$ cat config.mk
export PLATFORM = sky130hd
export DESIGN_NAME = uart_tx_arbiter
export DESIGN_NICKNAME = d
export VERILOG_FILES = /design/src/rtl/uart_tx_arbiter_pkg.sv /design/src/rtl/uart_tx_arbiter_rr_pick.sv /design/src/rtl/uart_tx_arbiter.sv
export SDC_FILE = /design/constraint.sdc
export NUM_CORES = 1
export LEC_CHECK = 0
export ABC_AREA = 1
export CAP_MARGIN = 20
export CORE_AREA = 8 8 70 72
export DETAILED_ROUTE_END_ITERATION = 6
export DIE_AREA = 0 0 78 80
export GPL_ROUTABILITY_DRIVEN = 0
export PLACE_DENSITY = 0.79
export SYNTH_ARGS = -nofsm -noshare
export SYNTH_HDL_FRONTEND = slang
export SYNTH_HIERARCHICAL = 1
export SYNTH_SLANG_ARGS = --single-unit
$ cat constraint.sdc
create_clock -name clk -period 2.9 [get_ports clk]
set_clock_uncertainty 0.1 [all_clocks]
set_input_delay 0.435 -clock clk [delete_from_list [all_inputs] [get_ports clk]]
set_output_delay 0.435 -clock clk [all_outputs]
set_load 0.01 [all_outputs]
$ cat src/rtl/uart_tx_arbiter_pkg.sv
// Shared types and helpers for the UART transmit-side control blocks.
package uart_ctrl_pkg;

  typedef enum logic [1:0] {
    IDLE      = 2'd0,
    LAUNCH    = 2'd1,
    WAIT_BUSY = 2'd2,
    WAIT_DONE = 2'd3
  } tx_state_e;

  localparam int DEF_DATA_W = 8;

  // Index width for an n-way select; never narrower than one bit.
  function automatic int idx_w(input int n);
    return (n <= 2) ? 1 : $clog2(n);
  endfunction

endpackage

$ cat src/rtl/uart_tx_arbiter_rr_pick.sv
// Rotate-priority encoder: grants the first set request at or after ptr,
// searching upward with wrap. Purely combinational.
module rr_pick
  import uart_ctrl_pkg::*;
#(
  parameter  int N_REQ = 4,
  localparam int IW    = idx_w(N_REQ)
) (
  input  logic [N_REQ-1:0] req,
  input  logic [IW-1:0]    ptr,
  output logic [N_REQ-1:0] gnt,
  output logic [IW-1:0]    gnt_idx
);

  logic [IW:0]   sum  [N_REQ];
  logic [IW-1:0] cand [N_REQ];
  logic          found;

  // cand[k] is the k-th requester in search order, starting from ptr.
  for (genvar gi = 0; gi < N_REQ; gi++) begin : g_cand
    assign sum[gi]  = {1'b0, ptr} + (IW+1)'(gi);
    assign cand[gi] = (sum[gi] >= (IW+1)'(N_REQ)) ? IW'(sum[gi] - (IW+1)'(N_REQ))
                                                   : sum[gi][IW-1:0];
  end

  always_comb begin
    gnt     = '0;
    gnt_idx = '0;
    found   = 1'b0;
    for (int k = 0; k < N_REQ; k++) begin
      if (!found && req[cand[k]]) begin
        found        = 1'b1;
        gnt[cand[k]] = 1'b1;
        gnt_idx      = cand[k];
      end
    end
  end

endmodule

$ cat src/rtl/uart_tx_arbiter.sv
// Round-robin sequencer sharing one UART transmitter between N_REQ byte
// producers: accept, launch, wait for busy to rise and fall, then re-arbitrate.
module uart_tx_arbiter
  import uart_ctrl_pkg::*;
#(
  parameter  int N_REQ   = 4,
  parameter  int DATA_W  = DEF_DATA_W,
  parameter  int BUSY_TO = 15,
  localparam int IW      = idx_w(N_REQ)
) (
  input  logic                    clk,
  input  logic                    rst_n,
  input  logic [N_REQ-1:0]        req_valid,
  input  logic [N_REQ*DATA_W-1:0] req_data,
  output logic [N_REQ-1:0]        req_ready,
  output logic                    tx_start,
  output logic [DATA_W-1:0]       tx_data,
  input  logic                    tx_busy,
  output logic [IW-1:0]           grant_id,
  output logic                    active,
  output logic                    err_timeout,
  input  logic                    err_clr
);

  localparam int CW = $clog2(BUSY_TO + 1);

  tx_state_e         state_reg, state_next;
  logic [IW-1:0]     rr_ptr_reg, rr_ptr_next;
  logic [IW-1:0]     grant_id_reg, grant_id_next;
  logic [DATA_W-1:0] tx_data_reg, tx_data_next;
  logic [CW-1:0]     cnt_reg, cnt_next;
  logic              err_reg, err_next;

  logic [N_REQ-1:0]  pick_gnt;
  logic [IW-1:0]     pick_idx;
  logic              take;
  logic              timeout;
  logic [DATA_W-1:0] data_arr [N_REQ];

  for (genvar gi = 0; gi < N_REQ; gi++) begin : g_lane
    assign data_arr[gi] = req_data[gi*DATA_W +: DATA_W];
  end

  rr_pick #(.N_REQ(N_REQ)) u_pick (
    .req     (req_valid),
    .ptr     (rr_ptr_reg),
    .gnt     (pick_gnt),
    .gnt_idx (pick_idx)
  );

  // rst_n gates the accept so req_ready reads zero while reset is held.
  assign take    = rst_n && (state_reg == IDLE) && !tx_busy && (|req_valid);
  assign timeout = (state_reg == WAIT_BUSY) && !tx_busy && (cnt_reg == CW'(BUSY_TO - 1));

  always_ff @(posedge clk or negedge rst_n) begin
    if (!rst_n) state_reg <= IDLE;
    else        state_reg <= state_next;
  end

  always_comb begin
    state_next = state_reg;
    case (state_reg)
      IDLE:      if (take) state_next = LAUNCH;
      LAUNCH:    state_next = WAIT_BUSY;
      WAIT_BUSY: begin
        if (tx_busy)      state_next = WAIT_DONE;
        else if (timeout) state_next = IDLE;
      end
      WAIT_DONE: if (!tx_busy) state_next = IDLE;
      default:   state_next = IDLE;
    endcase
  end

  always_comb begin
    req_ready = take ? pick_gnt : '0;
    tx_start  = (state_reg == LAUNCH);
    active    = (state_reg != IDLE);
  end

  always_comb begin
    rr_ptr_next   = rr_ptr_reg;
    grant_id_next = grant_id_reg;
    tx_data_next  = tx_data_reg;
    cnt_next      = cnt_reg;
    err_next      = err_reg;
    if (take) begin
      grant_id_next = pick_idx;
      tx_data_next  = data_arr[pick_idx];
      rr_ptr_next   = (pick_idx == IW'(N_REQ - 1)) ? '0 : pick_idx + IW'(1);
    end
    if (state_reg == LAUNCH)
      cnt_next = '0;
    else if ((state_reg == WAIT_BUSY) && !tx_busy)
      cnt_next = cnt_reg + CW'(1);
    // A timeout in the same cycle as err_clr keeps the flag set.
    if (timeout)      err_next = 1'b1;
    else if (err_clr) err_next = 1'b0;
  end

  always_ff @(posedge clk or negedge rst_n) begin
    if (!rst_n) begin
      rr_ptr_reg   <= '0;
      grant_id_reg <= '0;
      tx_data_reg  <= '0;
      cnt_reg      <= '0;
      err_reg      <= 1'b0;
    end else begin
      rr_ptr_reg   <= rr_ptr_next;
      grant_id_reg <= grant_id_next;
      tx_data_reg  <= tx_data_next;
      cnt_reg      <= cnt_next;
      err_reg      <= err_next;
    end
  end

  assign tx_data     = tx_data_reg;
  assign grant_id    = grant_id_reg;
  assign err_timeout = err_reg;

endmodule

After elaboration in Yosys (flattened, before gate mapping)
Cells that the tools add are included.
{ "word_totals": {"ramBits": 0, "output_inout_bits": 17, "latch_bits": 0, "memories": 0, "rom_bits": 0, "input_bits": 40, "ff_bits": 19} }
{ "op_classes": {"n_mux": 45, "mul": 0, "magnitude_cmp": 13, "n_bitwise": 4, "n_reduce_logical": 22, "n_div": 0, "eq_ne": 8, "shifts": 0, "n_addsub": 9} }
{ "ops": {"columns": ["op", "count"], "rows": [
  ["two-way mux 4 bit", 7],
  ["two-way mux 2 bit", 13],
  ["binary-select mux 8 bit (select 2 bit)", 1],
  ["two-way mux 8 bit", 2],
  ["two-way mux 1 bit", 13],
  ["greater-or-equal comparator 3 bit, second input constant", 4],
  ["logical AND 1 bit", 12],
  ["less-than comparator 2 x 3 -> 1 bit, second input constant", 4],
  ["bitwise OR 4 bit", 3],
  ["binary-select mux 1 bit (select 2 bit)", 4],
  ["demux 1 bit (select 2 bit)", 4],
  ["greater-or-equal comparator 2 x 1 -> 1 bit, second input constant", 4],
  ["case mux 2 bit (4 select lines)", 1],
  ["subtractor 2 x 1 -> 2 bit, second input constant", 4],
  ["adder 2 x 2 -> 3 bit, second input constant", 2],
  ["equality test 2 bit, second input constant", 3],
  ["nonzero test 2 bit", 3],
  ["adder 4 x 1 -> 4 bit, second input constant", 1],
  ["equality test 4 bit, second input constant", 1],
  ["logical NOT 1 bit", 4],
  ["!= test 2 bit, second input constant", 2],
  ["OR reduction 4 bit", 1],
  ["adder 2 x 1 -> 3 bit, second input constant", 1],
  ["greater-or-equal comparator 2 x 3 -> 1 bit, second input constant", 1],
  ["other kinds (6)", 6]
]} }

Logic depth before layout (Yosys ltp)
Gate-level depths: netlist (run 1).
{ "logic_depth": {"ltp_word": 18, "depth_mapped": 17, "depth_no_buf": 15} }

By module
Netlist (run 1), hierarchy kept.
{ "modules_own_cells": {"columns": ["mod", "area_each_um2", "cells_each", "instances"], "rows": [
  ["uart_tx_arbiter", 1169.9, 171, 1],
  ["rr_pick", 515.5, 82, 1]
]} }

Worst setup path before layout (run 1)
No wires, ideal clock.
{ "synth_timing": {"path_kind": "register to register", "from": "reg rr_ptr_reg[1]", "to": "reg tx_data_reg[0] (netlist: tx_data[0])", "path_buffers": 1, "path_stages_with_launch": 16, "arrival_ns": 2.237, "slack_ns": 0.445, "t_required_ns": 2.682, "synth_period_minus_slack_ns": 2.455, "cell_sequence": "dfrtp_1 bufinv_8 ha_1 inv_1 nand3_1 nand2_1 nand3_1 nor2_1 nor2_1 nor2_1 inv_2 buf_2 o21ai_1 o21ai_0 nand2_1 nand2_1"} }
{ "synth_between": {"elab_chain_cells": 18} }
{ "synth_rtl": {"columns": ["element", "line_no", "text"], "rows": [
  ["start: declaration", "uart_tx_arbiter.sv:28", "logic [IW-1:0] rr_ptr_reg, rr_ptr_next;"],
  ["start signal: assignment", "uart_tx_arbiter.sv:108", "rr_ptr_reg <= rr_ptr_next;"],
  ["branches (longest 13 deep; another with adder 2 x 1 -> 3 bit)", null, null],
  ["two-way mux 2 bit *", "uart_tx_arbiter_rr_pick.sv:31", "if (!found && req[cand[k]]) begin"],
  ["net pick_idx[0]", "uart_tx_arbiter.sv:35", "logic [IW-1:0] pick_idx;"],
  ["NOT 2 -> 3 bit (implied by the code) *", "uart_tx_arbiter.sv:88", "tx_data_next = data_arr[pick_idx];"],
  ["binary-select mux 8 bit (select 2 bit) *", "uart_tx_arbiter.sv:88", null],
  ["two-way mux 8 bit (implied by the code) * (2 in a row)", "uart_tx_arbiter.sv:88", null],
  ["end signal: assignment", "uart_tx_arbiter.sv:110", "tx_data_reg <= tx_data_next;"],
  ["end: declaration", "uart_tx_arbiter.sv:30", "logic [DATA_W-1:0] tx_data_reg, tx_data_next;"]
]} }
Mark *: on every way through the listed nets, which the timed path passes. The select of a mux whose other input is x is not followed.
A chain may end at the register's enable or synchronous reset.

Worst setup path after layout (run 1)
{ "layout_timing": {"from": "reg rr_ptr_reg[1]", "to": "out req_ready[2]"} }
{ "layout_between": {"elab_chain_cells": 15} }
{ "layout_rtl": {"columns": ["element", "line_no", "text"], "rows": [
  ["branches (longest 13 deep; another with adder 2 x 1 -> 3 bit)", null, null],
  ["two-way mux 4 bit *", "uart_tx_arbiter_rr_pick.sv:31", null],
  ["net pick_gnt[2]", "uart_tx_arbiter.sv:34", "logic [N_REQ-1:0] pick_gnt;"],
  ["two-way mux 4 bit *", "uart_tx_arbiter.sv:75", "req_ready = take ? pick_gnt : '0;"],
  ["end: declaration", "uart_tx_arbiter.sv:15", "output logic [N_REQ-1:0] req_ready,"]
]} }
Marks and branches as above.

==> run summary, run 1 <==
In this run, synthesis inferred 0 flip-flops with an integrated enable. By area, the combinational part of the netlist is dominated by simple AND/OR/NAND/NOR gates. The class of the tightest hold or removal check is reg2reg. The run gives 0.282 as the sequential element share of the synthesized area. Biggest area consumer among synthesized cells: sky130_fd_sc_hd__dfrtp_1. Post-synthesis xor/xnor area fraction: 0.00520.

The tools report the clock sink count as 19. Pin placement for this block handled 57 I/O pins. The run gives 253 as the post-synthesis instance total. The final routed wire length divided by cell count is 12.3 um. The detailed-placement wirelength estimate came out at 3570 um. For this design the ratio of total power to cell area is 1060 mW/mm^2. In the final design database the tool counted 361 nets.

The later pin in the worst-skew pair is clocked with a latency of 0.25 ns. For the number of global-route vias before repair, the log shows 1761. STA classifies the critical path endpoint as an output port.

By area the synthesized netlist is led by sky130_fd_sc_hd__dfrtp_1, sky130_fd_sc_hd__nand2_1, sky130_fd_sc_hd__nand3_1. Clock tree synthesis selected as its root buffer the cell sky130_fd_sc_hd__clkbuf_8. The power share of the sequential group was 0.179. Initial antenna violation count: 0.

The number of post-CTS setup repair buffers was 0; the area share of the leading cell type in the synthesized netlist was 0.282. The netlist area before placement is 0.00169 mm^2. The worst slew slack as a fraction of its limit was 0.800.

STA classifies the critical path startpoint as a flop. The routed via count divided by cell count works out to 4.88. The routed design has 4460 um of wire.

Entering global routing, the biggest net connects 24 pins. For the final core utilization, the log shows 0.610. Post-synthesis compound-gate area fraction: 0.134.

The worst path needs 2.72 ns of the cycle, external delays included. Count of final hold-check violations: 0. For the pin with the worst max-slew slack, the measured transition is 0.298 ns. The multiplexer share of the synthesized area was 0; the data required time at the worst endpoint was 2.37 ns. Clock-pin slew was measured on the worst setup and hold paths at 0.07 ns. The number of flip-flops in the largest register works out to 8. Total negative setup slack: 0 ns. By count the netlist is led by sky130_fd_sc_hd__nand2_1, sky130_fd_sc_hd__nor2_1, sky130_fd_sc_hd__nand3_1, sky130_fd_sc_hd__inv_1, sky130_fd_sc_hd__o21ai_0. The adder and majority gate portion of the synthesized area is 0.0594. In this run the deepest clock path goes through 2 buffers. The fraction of the mapped netlist area in simple logic gates came out at 0.402. The residual overflow from global routing is 0.

The flow ran to the end, and the final reports show no timing, DRC or antenna violations. Once detail routing completed, the nets flagged for antenna violations numbered 0. The all-layer global routing usage is 0.146, and the height of the die is 80 um. The DRC violation count after routing is 0.

In this run the core area contains 23 standard-cell rows. TritonCTS built the clock tree. The part of the power in combinational logic came out at 0.748. After synthesis, the mean cell area works out to 6.66 um^2. Static timing analysis puts the maximum clock frequency at 367 MHz.

The number of levels in the clock H-tree was 1; the clock network fraction of design power was 0.074. The max-slew violation count was 0. The switching portion of total power came out at 0.506. For the arrival time reported for the critical path endpoint, the log shows 2.19 ns. The count of maximum capacitance violations was 0. Setup repair after global routing left no endpoint under its margin. The number of hold-repair buffers added at the cts stage is 0, and the count of routing violations after the opening detailed-route iteration is 48.

The most common cell in the synthesized netlist is sky130_fd_sc_hd__nand2_1. The logs give 0.630 mV for the highest ir drop seen on vdd and 0 for the setup violation total in the final timing report. Of all nets on the critical path, the largest fanout is 6.

The run gives 0 as the number of antenna repair diodes. The number of vias after detailed routing was 1766; the starting density of the core was 0.437. The final worst-path cycle share is 0.939. Type of the setup path with the least slack: reg2out. In this run, distinct cell masters in the synthesized netlist total 25. The register bit total from synthesis is 19, and the net load switching power is 0.00127 W.

The first global-routing pass estimated 7630 um of wire. The internal cell power is 0.00123 W, and the synthesized net count is 301. The async set-reset flop share out of synthesis works out to 1.00. The die area was 0.00624 mm^2. The die is 78 um wide. The flip-flop cell with the highest count after synthesis was sky130_fd_sc_hd__dfrtp_1. The tools report the detailed-router iteration count before antenna repair as 4. During placement, the flow inserted port buffers numbering 56. The layout cell share with drive strength beyond 1 works out to 0.106. The tools report the static power due to leakage as 1.15 nW.

The Yosys step of the flow raised 6 warnings. The logs give 3 for the clock buffer count from CTS and 0.00386 mm^2 for the core box area. The area growth from synthesis to layout is 39.6%.
==> final cells by class <==
| class | instances | area [um^2] |
|---|---|---|
| inverters | 33 | 143 |
| well taps | 50 | 62.6 |
| flip-flops and latches | 19 | 475 |
| clock buffers | 3 | 41.3 |
| fillers | 382 | 1500 |
| clock inverters | 1 | 5.00 |
| multi-input cells | 194 | 1010 |
| repair buffers | 62 | 613 |
==> power groups by stage <==
stage	clock [W]	combinational, W	sequential (W)
after floorplan	0	0.00129	0.000477
after global placement	0	0.00182	0.000447
after detailed placement	0	0.00186	0.000449
after CTS	0.000188	0.00187	0.000448
after global routing	0.000202	0.00211	0.000464
final	0.000184	0.00187	0.000447
==> per-stage QoR <==
stage / setup WS, ns / area [um^2] / hold slack, ns / cells / total power (W)
finish: 0.176 / 2350 / 0.376 / 362 / 0.00250
global route: 0.00823 / 2350 / 0.407 / 362 / 0.00278
CTS: 0.189 / 2350 / 0.377 / 362 / 0.00250
detailed placement: 0.0347 / 2310 / 0.366 / 358 / 0.00231
global placement: 0.0790 / 2310 / 0.353 / 358 / 0.00227
floorplan: 0.445 / 1690 / 0.0394 / 253 / 0.00176
==> metal layers <==
metal	vias to the layer above	part of all wire	track usage
met5	-	0	0
met4	0	0.0063	0.0481
met3	2	0.090	0.0552
met2	66	0.47	0.251
met1	773	0.43	0.163
li1	925	-	-
==> cells by family (layout without fill, tap and decap cells) <==
logic type / after synthesis / in the layout
AO/OA/AOI/OAI: 43 / 43
XOR/XNOR: 1 / 1
adder cells (fa/ha/maj): 8 / 8
buffers and inverters: 40 / 99
flip-flops: 19 / 19
AND/OR/NAND/NOR: 142 / 142
==> layout by cell type (no fill, tap or decap) <==
cell type                         synthesis  routed
sky130_fd_sc_hd__o21ai_1                 10      10
sky130_fd_sc_hd__clkdlybuf4s50_1          0      52
sky130_fd_sc_hd__xnor2_1                  1       1
sky130_fd_sc_hd__nor2_2                   6       7
sky130_fd_sc_hd__o21ai_0                 22      22
sky130_fd_sc_hd__nand2_1                 65      65
sky130_fd_sc_hd__a21boi_0                 4       4
sky130_fd_sc_hd__clkinv_2                 0       1
sky130_fd_sc_hd__nor2_8                   1       1
sky130_fd_sc_hd__a21oi_1                  7       7
sky130_fd_sc_hd__nand2_2                  3       3
sky130_fd_sc_hd__inv_1                   26      26
sky130_fd_sc_hd__nand3_4                  1       1
sky130_fd_sc_hd__nor3_1                   1       1
sky130_fd_sc_hd__dfrtp_1                 19      19
sky130_fd_sc_hd__buf_4                    1       5
sky130_fd_sc_hd__buf_12                   0       1
sky130_fd_sc_hd__ha_1                     8       8
sky130_fd_sc_hd__nand3_1                 28      28
sky130_fd_sc_hd__clkinv_1                 1       1
sky130_fd_sc_hd__dlygate4sd2_1            0       4
sky130_fd_sc_hd__inv_2                    4       4
sky130_fd_sc_hd__nand2_8                  2       2
sky130_fd_sc_hd__clkbuf_8                 0       3
sky130_fd_sc_hd__bufinv_8                 1       1
sky130_fd_sc_hd__inv_6                    1       1
sky130_fd_sc_hd__nand2_4                  3       3
sky130_fd_sc_hd__nor2_1                  32      31
==> worst max-delay path, cell delays in order (launching register included) <==
cell and delay, ns:
sky130_fd_sc_hd__dfrtp_1 0.35, sky130_fd_sc_hd__bufinv_8 0.20, sky130_fd_sc_hd__ha_1 0.32, sky130_fd_sc_hd__inv_1 0.13, sky130_fd_sc_hd__nand3_1 0.10, sky130_fd_sc_hd__nand2_1 0.13, sky130_fd_sc_hd__nor2_2 0.07, sky130_fd_sc_hd__a21oi_1 0.17
sky130_fd_sc_hd__nand3_1 0.09, sky130_fd_sc_hd__inv_1 0.07, sky130_fd_sc_hd__nor2_2 0.03, sky130_fd_sc_hd__dlygate4sd2_1 0.27
==> path summary, 6_finish.rpt <==
check / start / endpoint / slack [ns] / cells after the start
setup / recovery: rr_ptr_reg[1]$_DFFE_PN0N_ / req_ready[2] / 0.18 / 11
hold / removal: cnt_reg[3]$_DFFE_PN0P_ / cnt_reg[3]$_DFFE_PN0P_ / 0.38 / 1
hold reg to reg: cnt_reg[3]$_DFFE_PN0P_ / cnt_reg[3]$_DFFE_PN0P_ / 0.38 / 1
max in group asynchronous: rst_n / tx_data[7]$_DFFE_PN0N_ / 2.05 / 2
min in group asynchronous: rst_n / cnt_reg[0]$_DFFE_PN0P_ / 0.44 / 2
setup reg to reg: rr_ptr_reg[1]$_DFFE_PN0N_ / tx_data[1]$_DFFE_PN0N_ / 0.30 / 15
==> what timing repair did <==
action                                  CTS  global route
pin swaps                                 1             0
endpoints found under the setup margin    4             1
resized for setup                         4             1
(Power assumes the default switching activity.)
==> inputs of run 2 (changes only) <==
Settings changed: GPL_TIMING_DRIVEN set to 0.
==> run 2 against run 1 <==
Cell count grew 0.83%. Sequential share of layout area shrank 0.17 points. Critical endpoint is now req_ready[3]. Total power shrank 0.31%. Count of clock-buffer cells in the layout is the same. Combinational power is essentially flat.
==> run summary, run 2 (synthesized netlist as in run 1, its figures left out) <==
The flow ran to the end, and the final reports show no timing, DRC or antenna violations. TritonCTS built the clock tree. The power per unit of standard cell area works out to 1050 mW/mm^2. Max-slew violation count: 0. Across all layers, the routed design uses 1749 vias. The analysis attributes to cell leakage a power of 1.16 nW.

The run gives 0 as the count of maximum capacitance violations. Post-CTS clock slew at the launch and capture registers of the worst setup and hold paths: 0.07 ns. Worst hold slack: 0.124 ns. Of all nets on the critical path, the largest fanout is 11. The logs give 0.748 for the part of the power in combinational logic and 21 for the maximum number of pins on one net before global-route repair.

Final core utilization: 0.617. From left edge to right edge, the die measures 78 um. The filler cells instantiated in the layout total 387. The sequential cells in the finished layout cover a total of 477 um^2. The final worst-path cycle share works out to 0.935. The clock latency reported for the late side of the worst-skew pair was 0.25 ns; the count of final hold-check violations was 0.

The tools report the number of placement rows as 23. The highest ir drop seen on vdd came out at 0.631 mV. The tree is rooted in a sky130_fd_sc_hd__clkbuf_8. The tools report the setup violation total in the final timing report as 0.

Detailed placement ended at an HPWL of 3560 um. TritonCTS created 3 clock buffers. The power share of the sequential group is 0.179, and the detailed-router iteration count before antenna repair is 4.

The run gives 0.146 as the all-layer global routing usage. In the layout the commonest cells are sky130_fd_sc_hd__nand2_1, sky130_fd_sc_hd__clkdlybuf4s50_1, sky130_fd_sc_hd__nor2_1. Static timing analysis puts the maximum clock frequency at 369 MHz. The tree built by TritonCTS fans out to 19 sinks. Routed via count divided by cell count: 4.79. The first global-routing pass estimated 7670 um of wire.

The die area is 0.00624 mm^2, and the count of nets left with antenna violations after detail routing is 0. The core box area was 0.00386 mm^2; the layout cell share with drive strength beyond 1 was 0.121. The relative area change from synthesis to final layout came out at 41.2%.

Type of the setup path with the least slack: reg2out. After detailed routing, the average wire length per cell comes to 12.3 um. In this run, post-CTS hold repair placed 0 buffers. The height of the die works out to 80 um. STA classifies the critical path startpoint as a flop. The initial antenna violation count was 0.

The detailed-route wire length was 4480 um; the net load switching power was 0.00126 W. The completed layout was analyzed and its total power is 0.00249 W. 57 I/O pins were placed. The actual slew at the worst max-slew pin came out at 0.491 ns. The arrival time reported for the critical path endpoint was 2.18 ns. Input and output buffers added on the ports amount to 56. The starting density of the core was 0.437; the worst slew slack as a fraction of its limit was 0.673. The clock passes through at most 2 buffers. The internal power of the cells totals 0.00124 W. The tools report the data required time at the worst endpoint as 2.37 ns. The tools report the clock network fraction of design power as 0.073.

The number of flip-flops in the largest register is 8. The run gives 364 as the count of nets after finishing. Leaving out fill and tap cells, the most frequent cell in the layout is sky130_fd_sc_hd__nand2_1.

STA classifies the critical path endpoint as an output port. The DRC violation count after routing came out at 0. Summing all multi-input logic gate instances after layout gives 0.00102 mm^2. The worst hold path belongs to the class in2async. The run gives 1 as the number of levels in the clock H-tree. Setup repair after global routing left no endpoint under its margin. The number of antenna diodes in the final layout is 0. The post-layout minimum cycle time was 2.71 ns.

Number of global-route vias before repair: 1789. After the first detailed-routing iteration, the DRC count stood at 92. Residual overflow from global routing: 0.

The switching portion of total power is 0.504.
==> run 2: what timing repair did <==
action,4_1_cts,5_1_grt
setup endpoints to repair,5,0
resized for setup,9,0
buffers inserted,2,0
==> run 2: worst paths after layout <==
check,slack [ns],end,from,depth (start not counted)
max in group asynchronous,2.22,rr_ptr_reg[1]$_DFFE_PN0N_,rst_n,1
worst min-delay path,0.12,cnt_reg[3]$_DFFE_PN0P_,rst_n,1
worst max-delay path,0.19,req_ready[3],rr_ptr_reg[0]$_DFFE_PN0N_,13
worst min register to register,0.38,tx_data[6]$_DFFE_PN0N_,tx_data[6]$_DFFE_PN0N_,2
worst max register to register,0.26,tx_data[5]$_DFFE_PN0N_,rr_ptr_reg[0]$_DFFE_PN0N_,15
min in group clk,0.38,tx_data[6]$_DFFE_PN0N_,tx_data[6]$_DFFE_PN0N_,2
==> run 2: routing by layer <==
layer  vias to the layer above  part of all wire  track usage
li1                        927                 -            -
met1                       756              0.44        0.162
met2                        64              0.46        0.253
met3                         2             0.096       0.0574
met4                         0            0.0038       0.0389
met5                         -                 0            0
==> run 2: power by group through the flow <==
stage                     sequential [W]  combinational, W  clock, W
final                           0.000445           0.00187  0.000182
after global routing            0.000459           0.00211  0.000204
after CTS                       0.000445           0.00187  0.000189
after detailed placement        0.000462           0.00181         0
after global placement          0.000462           0.00178         0
after floorplan                 0.000477           0.00129         0
==> run 2: through the flow <==
step	setup WS, ns	std cells	setup TNS [ns]	cell area, um^2
floorplan	0.445	253	0	1690
global placement	-0.419	359	-1.67	2310
detailed placement	-0.441	359	-1.74	2310
CTS	0.213	365	0	2380
global route	0.00144	365	0	2380
finish	0.190	365	0	2380
==> run 2: cell type report <==
type	count	share of cell area
clock buffers	3	0.0174
multi-input cells	194	0.430
flip-flops and latches	19	0.200
clock inverters	1	0.00210
inverters	33	0.0599
plain buffers	7	0.0237
repair buffers	58	0.240
well taps	50	0.0263
==> run 2: critical path, cell delays in order, from the launching register on <==
cell and delay, ns:
sky130_fd_sc_hd__dfrtp_1 0.40, sky130_fd_sc_hd__buf_6 0.15, sky130_fd_sc_hd__inv_6 0.11, sky130_fd_sc_hd__ha_4 0.22, sky130_fd_sc_hd__inv_1 0.12, sky130_fd_sc_hd__nand3_1 0.09
sky130_fd_sc_hd__nand2_1 0.07, sky130_fd_sc_hd__nand2_1 0.06, sky130_fd_sc_hd__inv_1 0.11, sky130_fd_sc_hd__nand3_1 0.10, sky130_fd_sc_hd__nand3_1 0.10, sky130_fd_sc_hd__inv_1 0.05
sky130_fd_sc_hd__nor2_2 0.08, sky130_fd_sc_hd__dlygate4sd2_1 0.27
==> inputs of run 3 (changes only) <==
Clock period 2.9 ns to 2.5 ns, I/O delays scaled along.
==> run 3 against run 2 <==
First-iteration DRC count is 8.7% lower. Total power is 39% higher. Die area stayed put.
==> run summary, run 3 (synthesized netlist as in run 1, its figures left out) <==
The floorplan step set the die width to 78 um. The floorplan has 23 rows. Clock tree root driver cell: sky130_fd_sc_hd__clkbuf_8.

The register with the most flip-flops in the layout has 8 of them. The final worst-path cycle share works out to 0.968. The switching portion of total power is 0.501, and the wire length of the first global-routing pass is 7850 um.

The routed via count divided by cell count is 4.96, and the detailed-route wire length is 5030 um. Global routing finished with a remaining overflow of 0. The tools report the number of levels in the clock H-tree as 1.

The detailed router finished its first iteration with 84 violations. Leaving out fill and tap cells, the most frequent cells in the layout are sky130_fd_sc_hd__nand2_1, sky130_fd_sc_hd__clkdlybuf4s50_1, sky130_fd_sc_hd__nor2_1. For the all-layer global routing usage, the log shows 0.149. Setup repair after global routing could not meet its margin everywhere.

The run gives 0.00624 mm^2 as the die area. Number of buffers on the longest clock path: 2. Of all nets on the critical path, the largest fanout is 7.

The type of the setup path with the least slack was reg2out. The worst setup path is captured at an output port. In this run the cell area measured after placement is 0.00231 mm^2. The count of pins on the block boundary came out at 57. The static power due to leakage was 1.24 nW.

The core region is 0.00386 mm^2. At the pin with the least slew margin, the transition time is 0.493 ns. Setup violations remaining at the end of the flow were counted as 0.

Worst setup slack before clock tree synthesis: -0.721 ns. Port buffering added 56 buffers. The clock network fraction of design power was 0.062.

The design draws 0.00347 W. The run gives 0.786 as the part of the power in combinational logic. The later pin in the worst-skew pair is clocked with a latency of 0.25 ns.

0 antenna diodes ended up in the layout. The power share of the sequential group is 0.152, and the post-layout minimum cycle time is 2.42 ns. The detailed-router iteration count before antenna repair was 6; the layout cell share with drive strength beyond 1 was 0.235. Startpoint kind of the worst setup timing path: a flop.

The tools report the net load switching power as 0.00173 W. After clock tree synthesis, the clock-pin slew on the worst setup and hold paths is 0.07 ns. The maximum number of pins on one net before global-route repair was 21.

For the slack of the critical path, the log shows 0.0808 ns. Clock buffer count from CTS: 3. Leaving out fill and tap cells, the most frequent cell in the layout is sky130_fd_sc_hd__nand2_1.

In this run the vertical extent of the chip is 80 um. Power per unit of standard cell area: 1340 mW/mm^2. At the end of the flow, the number of nets in the layout was 377. The logs give 0.14 ns for the slack of the worst reg-to-reg path and 19 for the clock sink count. The area of all placed cells without fillers was 0.00259 mm^2. The class of the tightest hold or removal check is in2async. The flow ran to the end, and the final reports show no timing, DRC or antenna violations. After clock tree synthesis, the flow added hold-fix buffers numbering 0.

TritonCTS built the clock tree. Across the VDD grid, the largest voltage drop is 0.754 mV. The worst slew slack as a fraction of its limit came out at 0.671. The tools report the number of vias after detailed routing as 1873. The logs give 0.437 for the starting density of the core and 413 MHz for the fmax. For the initial antenna violation count, the log shows 0. Across the run, the number of max-cap violations was 0. The area growth from synthesis to layout is 53.9%. The count of nets left with antenna violations after detail routing was 0. Dividing the detail-routed wire length by the instance count gives 13.3 um.

Internal cell power: 0.00173 W. The logs give 1836 for the number of global-route vias before repair and 2.03 ns for the data required time at the worst endpoint. At the worst endpoint, the arrival time is 1.94 ns. The wire-length estimate of the detail-placed layout is 3560 um. The logs give 0 for the DRC violation count after routing and 0 for the max-slew violation count. Count of final hold-check violations: 0.
[run 3: cell types whose count changed in the layout (fill, tap and decap cells not counted), sizes merged]
cell	before	now
nor2	39	40
bufinv	1	0
clkinv	2	3
dlygate4sd2	4	0
buf	9	25
[run 3: timing repair]
action / in CTS / in global routing
endpoints found under the hold margin: 0 / 0
gates cloned: 1 / 1
pin swaps: 3 / 16
setup endpoints to repair: 15 / 12
gates resized for setup: 25 / 36
buffers inserted: 3 / 10
[run 3: stage by stage]
stage	utilization	std cells	TNS [ns]	hold slack [ns]
floorplan	-	253	0	-0.0206
global placement	0.599	359	-5.36	0.355
detailed placement	0.599	359	-6.36	0.365
CTS	0.631	367	0	0.0735
global route	0.673	378	-0.189	0.0942
finish	0.673	378	0	0.0629
[run 3: routing by layer]
metal  vias to the layer above  share of wire  GRT usage  wire length, um
li1                        957              -          -                -
met1                       848           0.43      0.165             2190
met2                        61           0.47      0.261             2370
met3                         7          0.084     0.0574              422
met4                         0          0.011     0.0389               53
met5                         -              0          0                0
[run 3: area by class of cell]
| class | count | area, um^2 |
|---|---|---|
| Clock buffer | 3 | 41.3 |
| Clock inverter | 1 | 5.00 |
| Fill cell | 360 | 1260 |
| Timing Repair Buffer | 70 | 647 |
| Multi-Input combinational cell | 195 | 1140 |
| Buffer | 7 | 71.3 |
| Tap cell | 50 | 62.6 |
| Inverter | 33 | 149 |
| Sequential cell | 19 | 477 |
[run 3: path summary, 6_finish.rpt]
check	start	cells after the start	to
setup / recovery	rr_ptr_reg[0]$_DFFE_PN0N_	13	req_ready[0]
hold / removal	rst_n	1	cnt_reg[3]$_DFFE_PN0P_
setup reg to reg	rr_ptr_reg[0]$_DFFE_PN0N_	16	tx_data[1]$_DFFE_PN0N_
hold reg to reg	cnt_reg[3]$_DFFE_PN0P_	1	cnt_reg[3]$_DFFE_PN0P_
max in group asynchronous	rst_n	1	rr_ptr_reg[1]$_DFFE_PN0N_
min in group clk	cnt_reg[3]$_DFFE_PN0P_	1	cnt_reg[3]$_DFFE_PN0P_
[run 3: worst max-delay path, cell delays in order, from the launching register on]
cell	delay, ns
sky130_fd_sc_hd__dfrtp_1	0.37
sky130_fd_sc_hd__buf_6	0.14
sky130_fd_sc_hd__clkinv_8	0.06
sky130_fd_sc_hd__ha_4	0.24
sky130_fd_sc_hd__inv_4	0.08
sky130_fd_sc_hd__nand3_1	0.09
sky130_fd_sc_hd__nand2_1	0.11
sky130_fd_sc_hd__nand2_2	0.10
sky130_fd_sc_hd__inv_4	0.09
sky130_fd_sc_hd__nand3_2	0.06
sky130_fd_sc_hd__nand3_1	0.08
sky130_fd_sc_hd__inv_1	0.05
sky130_fd_sc_hd__nor2_2	0.09
sky130_fd_sc_hd__buf_2	0.13
[run 3: power groups by stage]
| stage | clock network, W | logic (W) | registers, W |
|---|---|---|---|
| after detailed placement | 0 | 0.00210 | 0.000536 |
| after global placement | 0 | 0.00207 | 0.000535 |
| after floorplan | 0 | 0.00149 | 0.000554 |
| after CTS | 0.000219 | 0.00228 | 0.000516 |
| final | 0.000214 | 0.00273 | 0.000526 |
| after global routing | 0.000237 | 0.00300 | 0.000542 |
